$ cat src/rtl/matriz_leitura.sv
// Captures a 5x5 matrix of bytes and streams it out row-major over a valid/ready handshake.
// Optional macro LEITURA_TAMANHO_EN adds the tamanho port to select an active NxN region (N=2..5).
module matriz_leitura (
    input  logic         clk,
    input  logic         rst_n,
    input  logic         start_leitura,
    input  logic [199:0] matriz_in,
`ifdef LEITURA_TAMANHO_EN
    input  logic [1:0]   tamanho,
`endif
    output logic [7:0]   dado_out,
    output logic [2:0]   linha_out,
    output logic [2:0]   coluna_out,
    output logic         dado_valido,
    input  logic         dado_pronto,
    output logic         ocupado,
    output logic         done_leitura
);

    typedef enum logic [1:0] {
        IDLE  = 2'd0,
        ENVIA = 2'd1,
        FIM   = 2'd2
    } estado_t;

    estado_t        estado, estado_n;
    logic [199:0]   mat_q;
    logic [2:0]     lim_q;
    logic           captura;
    logic           transf;
    logic           ultimo;
    logic [2:0]     linha_n;
    logic [2:0]     coluna_n;

    function automatic logic [7:0] elem(input logic [199:0] m,
                                        input logic [2:0]   r,
                                        input logic [2:0]   c);
        logic [7:0] idx;
        idx = 8'(40 * int'(r) + 8 * int'(c));
        return m[idx +: 8];
    endfunction

`ifndef LEITURA_TAMANHO_EN
    assign lim_q = 3'd4;
`endif

    always_ff @(posedge clk) begin
        if (!rst_n) begin
            estado <= IDLE;
        end else begin
            estado <= estado_n;
        end
    end

    always_comb begin
        estado_n = estado;
        captura  = 1'b0;
        transf   = dado_valido && dado_pronto;
        ultimo   = (linha_out == lim_q) && (coluna_out == lim_q);
        linha_n  = linha_out;
        coluna_n = coluna_out;
        if (coluna_out == lim_q) begin
            coluna_n = 3'd0;
            linha_n  = linha_out + 3'd1;
        end else begin
            coluna_n = coluna_out + 3'd1;
        end
        case (estado)
            IDLE: begin
                if (start_leitura) begin
                    captura  = 1'b1;
                    estado_n = ENVIA;
                end
            end
            ENVIA: begin
                if (transf && ultimo) begin
                    estado_n = FIM;
                end
            end
            FIM: begin
                estado_n = IDLE;
            end
            default: begin
                estado_n = IDLE;
            end
        endcase
    end

    // Output registers: element for the next transfer is looked up one edge ahead
    always_ff @(posedge clk) begin
        if (!rst_n) begin
            mat_q        <= '0;
            dado_out     <= '0;
            linha_out    <= '0;
            coluna_out   <= '0;
            dado_valido  <= 1'b0;
            ocupado      <= 1'b0;
            done_leitura <= 1'b0;
`ifdef LEITURA_TAMANHO_EN
            lim_q        <= 3'd4;
`endif
        end else begin
            done_leitura <= 1'b0;
            if (captura) begin
                mat_q       <= matriz_in;
                dado_out    <= matriz_in[7:0];
                linha_out   <= 3'd0;
                coluna_out  <= 3'd0;
                dado_valido <= 1'b1;
                ocupado     <= 1'b1;
`ifdef LEITURA_TAMANHO_EN
                lim_q       <= {1'b0, tamanho} + 3'd1;
`endif
            end else if (estado == ENVIA && transf) begin
                if (ultimo) begin
                    dado_valido  <= 1'b0;
                    done_leitura <= 1'b1;
                end else begin
                    linha_out  <= linha_n;
                    coluna_out <= coluna_n;
                    dado_out   <= elem(mat_q, linha_n, coluna_n);
                end
            end else if (estado == FIM) begin
                ocupado <= 1'b0;
            end
        end
    end

endmodule

$ cat config.mk
export PLATFORM = sky130hd
export DESIGN_NAME = matriz_leitura
export DESIGN_NICKNAME = d
export VERILOG_FILES = /design/src/rtl/matriz_leitura.sv
export SDC_FILE = /design/constraint.sdc
export NUM_CORES = 1
export LEC_CHECK = 0
export BUFFER_PORTS_ARGS = -buffer_cell sky130_fd_sc_hd__buf_2
export CAP_MARGIN = 20
export CORE_MARGIN = 2
export CORE_UTILIZATION = 49
export CTS_CLUSTER_DIAMETER = 40
export CTS_CLUSTER_SIZE = 8
export DETAILED_ROUTE_END_ITERATION = 7
export PLACE_DENSITY = 0.83
export RECOVER_POWER = 100
export SLEW_MARGIN = 20
export SYNTH_ARGS = -nofsm -noshare
export SYNTH_HDL_FRONTEND = slang
export SYNTH_SLANG_ARGS = --single-unit
$ cat constraint.sdc
create_clock -name clk -period 3.1 [get_ports clk]
set_input_delay 0.62 -clock clk [delete_from_list [all_inputs] [get_ports clk]]
set_output_delay 0.62 -clock clk [all_outputs]
set_load 0.05 [all_outputs]
# Word level (Yosys, flattened, before mapping)
# Index checks and enable logic that the tools add are counted.
dict set report op_classes {
  n_addsub 3
  multipliers 1
  n_eq_ne 8
  n_shift 1
  mux 17
  n_bitwise 3
  reduce_logical 15
}
# operator count
set op_table {}
lappend op_table {{indexed part select 200 x 9 -> 8 bit} 1}
lappend op_table {{two-way mux 8 bit} 3}
lappend op_table {{AND reduction 2 bit} 5}
lappend op_table {{two-way mux 1 bit} 9}
lappend op_table {{adder 8 x 6 -> 8 bit} 1}
lappend op_table {{inequality test 2 bit, second input constant} 4}
lappend op_table {{adder 3 x 1 -> 3 bit, second input constant} 2}
lappend op_table {{== test 3 bit, second input constant} 2}
lappend op_table {{two-way mux 3 bit} 2}
lappend op_table {{nonzero test 2 bit} 3}
lappend op_table {{multiplier 3 x 3 -> 5 bit, first input constant} 1}
lappend op_table {{logical AND 1 bit} 4}
lappend op_table {{two-way mux 2 bit} 2}
lappend op_table {{case mux 2 bit (2 select lines)} 1}
lappend op_table {{inverter 1 bit} 3}
lappend op_table {{OR reduction 3 bit} 1}
lappend op_table {{== test 2 x 1 -> 1 bit, second input constant} 1}
lappend op_table {{== test 2 bit, second input constant} 1}
lappend op_table {{zero test 2 bit} 1}
lappend op_table {{OR reduction 2 bit} 1}
dict set report totals {
  ff_bits 219
  in_bits 204
}

# Depth between registers and ports, before layout
dict set report logic_depth {
  word_depth 8
  depth_mapped 13
  mapped_depth_nobuf 11
}

# Worst setup path after synthesis
# No wires, ideal clock.
dict set report synth_path {
  kind {register to register}
  startpoint {register coluna_out[0]}
  endpoint {register dado_out[1]}
  setup_ps 133
  arrival_time_ps 3182
  slack_ps -215
  path_stages_with_launch 12
  path_buffers 2
  period_less_slack_ps 3315
  path_cell_list {dfxtp_1 > inv_1 > ha_1 > nand2_1 > mux2_2 > fa_1 > buf_2 > buf_2 > mux4_2 > o211ai_1 > o211a_1 > o221ai_1}
}
dict set report synth_via {
  elab_chain_len 8
  elab_cells_between_ends 13
  cone_classes {add/sub (2); mul (1); eq/ne (2); shift (1); mux (5); reduce/logical (2)}
}
# element line
set synth_lines {}
lappend synth_lines {{from (decl)} 13} ;# output logic [2:0] coluna_out,
lappend synth_lines {{from (signal assigned)} 120} ;# coluna_out <= coluna_n;
lappend synth_lines {{== test 3 bit} 62} ;# if (coluna_out == lim_q) begin
lappend synth_lines {{two-way mux 3 bit} 62}
lappend synth_lines {{via linha_n[1]} 32} ;# logic [2:0] linha_n;
lappend synth_lines {{multiplier 3 x 3 -> 5 bit} 39} ;# idx = 8'(40 * int'(r) + 8 * int'(c));
lappend synth_lines {{adder 8 x 6 -> 8 bit} 39}
lappend synth_lines {{indexed part select 200 x 9 -> 8 bit} 40} ;# return m[idx +: 8];
lappend synth_lines {{two-way mux 8 bit} 115} ;# if (ultimo) begin
lappend synth_lines {{two-way mux 8 bit} 114} ;# end else if (estado == ENVIA && transf) begin
lappend synth_lines {{two-way mux 8 bit} 104} ;# if (captura) begin
lappend synth_lines {{to (signal assigned)} 106} ;# dado_out <= matriz_in[7:0];
lappend synth_lines {{to (signal assigned)} 121} ;# dado_out <= elem(mat_q, linha_n, coluna_n);
lappend synth_lines {{to (decl)} 11} ;# output logic [7:0] dado_out,
# The timed path passes the listed nets, and every way through them passes these cells. The select of a mux whose other input is x is not followed.
# A chain may end at the register's enable or synchronous reset.

# Final worst setup path
# Ends and elaborated chain as after synthesis.

==> flow_summary.yaml <==
yosys:
  synth_ff_type: "dfxtp_1"
  synthCells: 1156
  yosys.area.top_type: "dfxtp_1"
  yosysWarnings: 0
  synth_top_cells_by_area: "dfxtp_1 (45%), nand2_1 (17%), mux4_2 (11%), a21oi_1 (9.2%), a21boi_0 (2.8%)"
  synth_edf_count: 0
  netlist_area_um2: 9810
  ys_seq_elements: 219
  synth_nets: 1370
  synthTopCellsByCount: "nand2_1 (450), dfxtp_1 (219), a21oi_1 (181)"
  synth_cell_types: 43
  async_flop_share_pct: 0
  synth.yosys.seq_area_share_pct: 44.7
  syn-mean-instance-area_um2: 8.48
  yosysMostFrequentCell: "nand2_1"
  synth_top_area_share_pct: 44.7
layout:
  n_fill_cell: 1680
  multi_input_area_um2: 5050
  area_growth_pct: 24.6
  antenna_cells: 0
  finalNetCount: 1573
  drive_above_1_share_pct: 26.0
  regArea_um2: 4390
drt:
  routedWlPerCell_um: 17.6
  route.detailed.drc: 0
  first_iter_violations: 769
  wl_um: 28800
  vias: 9077
  ant_nets: 0
  via_per_inst: 5.56
  drt_first_pass_iters: 6
placement:
  hpwl_um: 20100
  io_buffers: 220
  gp_routability_congestion: 0.870
clocking:
  cts_buffers: 35
  cts.path.max_buffers: 3
  htree_num_levels: 2
  tritoncts: "yes"
  path_clk_slew_ps: 50
  clk_latency_ps: 490
  cts.sinks: 219
  root_buffer: "clkbuf_16"
sta:
  rsz0062_at_grt: "no"
  slew_viol_final: 65
  hold_viol: 0
  finalCriticalPeriod_ps: 2970
  setup_viol: 0
  finClkSkew_ps: 10.3
  worst_slew_pin_slew_ps: 2070
  tns_ps: 0
  period_share_pct: 95.9
  slew_headroom_pct: -37.8
  max_freq_mhz: 336
floorplan:
  io_pins: 221
  num_rows: 51
  die_h_um: 145
  core_area_um2: 19500
  die-area_um2: 21200
  die_w_um: 145
  initial_core_util_pct: 50.2
global_route:
  grt_usage_pct: 26.3
  grt_max_degree: 155
  antenna_found_initial: 0
  overflow: 0
  grt_pass1_vias: 8747
  grt_pass1_wl_um: 44900
setup_path:
  critPathCaptureType: "register"
  cp_data_required_time_ps: 3470
  critPathLaunchType: "register"
  critical_path_class: "reg2reg"
  crit_arrival_ps: 3340
  path_max_fanout: 9
outcome:
  violations: "capacitance limit, slew limit"
  outcome: "finished, violations left"
pwr:
  peakVddDrop_v: 0.000317
  leakage_nw: 4.84
  p_per_area_nw_per_um2: 580
  p_total_w: 0.00709
hold_path:
  hold_path.class: "in2reg"
flow_run:
  cap_violations: 1
## per-stage QoR
stage | cell area [um2] | worst slack (ps) | utilization [%] | cells | hold slack (ps)
after floorplan | 9820 | 10.6 | - | 1156 | 433
after detailed placement | 11200 | 73.8 | 57.2 | 1580 | 447
after global placement | 11200 | 116 | 57.2 | 1580 | 440
after global routing | 12200 | 4.18 | 62.6 | 1633 | 359
final | 12200 | 128 | 62.6 | 1633 | 364
after CTS | 12100 | 45.6 | 61.9 | 1626 | 359
## final timing paths
check	end	from	cells after the start	slack (ps)
setup / recovery	dado_out[1]	coluna_out[0]	13	130
hold / removal	mat_q[54]	matriz_in[54]	3	360
setup reg to reg	dado_out[1]	coluna_out[0]	13	130
hold reg to reg	mat_q[91]	mat_q[91]	2	450
## sequential cells by signal, summed over array words and instances (netlist names)
name          count
estado            2
linha_out         3
ocupado           1
done_leitura      1
dado_out          8
mat_q           200
coluna_out        3
dado_valido       1
## worst max-delay path, cell delays in order (launching register included)
cell,delay [ps]
dfxtp_4,360
inv_2,70
ha_4,140
nand2_2,90
xnor2_2,160
buf_4,150
ha_4,160
fa_2,570
buf_12,150
buf_12,140
mux4_2,300
mux2i_1,260
mux2_2,210
o221ai_1,90
## repair_timing
item	in CTS	in global routing
setup buffers	0	3
gates resized for setup	0	11
hold buffers	0	0
endpoints found under the setup margin	0	8
## cells by family (layout without fill, tap and decap cells)
kind of cell / after synthesis / after routing / synth area share [%]
multiplexers: 66 / 66 / 13.0
flip-flops: 219 / 219 / 44.7
adder cells (fa/ha/maj): 10 / 10 / 1.35
buffers and inverters: 103 / 315 / 4.57
AO/OA/AOI/OAI: 266 / 266 / 16.0
XOR/XNOR: 7 / 7 / 1.07
AND/OR/NAND/NOR: 485 / 485 / 19.3
## layout make-up
| type | count | share of cell area (%) |
|---|---|---|
| clock inverter | 6 | 0.297 |
| clock buffer | 40 | 7.32 |
| multi-input combinational | 834 | 41.3 |
| tap | 265 | 2.71 |
| sequential | 219 | 35.9 |
| timing repair buffer | 255 | 12.0 |
| inverter | 14 | 0.430 |
## layer usage
metal	part of all wire (%)	wire [um]	global-route usage [%]	up-vias
met3	6.2	1790	4.11	65
met2	50	14300	45.2	378
li1	-	-	-	4330
met4	3.3	937	10.2	0
met1	41	11700	33.5	4304
met5	0	0	0	-
## where the power goes
group / switching, W / leakage (nW) / internal [W]
combinational: 0.000456 / 2.58 / 0.000326
sequential: 0.000110 / 1.80 / 0.00300
clock: 0.00119 / 0.458 / 0.00201
total: 0.00176 / 4.84 / 0.00533
## placed cells by master, fill, tap and decap left out, types with 2 or more instances in the layout
| master | count |
|---|---|
| nand2_1 | 449 |
| dfxtp_1 | 215 |
| buf_2 | 203 |
| a21oi_1 | 180 |
| mux4_2 | 48 |
| a21boi_0 | 37 |
| clkbuf_16 | 37 |
| clkbuf_1 | 22 |
| buf_4 | 20 |
| nand3_1 | 18 |
| inv_1 | 13 |
| o21ai_0 | 11 |
| mux2_2 | 10 |
| mux2i_1 | 8 |
| o211ai_1 | 8 |
| a211o_1 | 8 |
| o211a_1 | 8 |
| o221ai_1 | 7 |
| buf_12 | 7 |
| ha_1 | 6 |
| nor2_1 | 5 |
| clkinv_2 | 4 |
| ha_4 | 3 |
| buf_6 | 3 |
| dfxtp_2 | 3 |
| xnor2_2 | 2 |
| xnor2_1 | 2 |
| nor3_1 | 2 |
| clkbuf_2 | 2 |
Power figures use the tool's default switching activity.
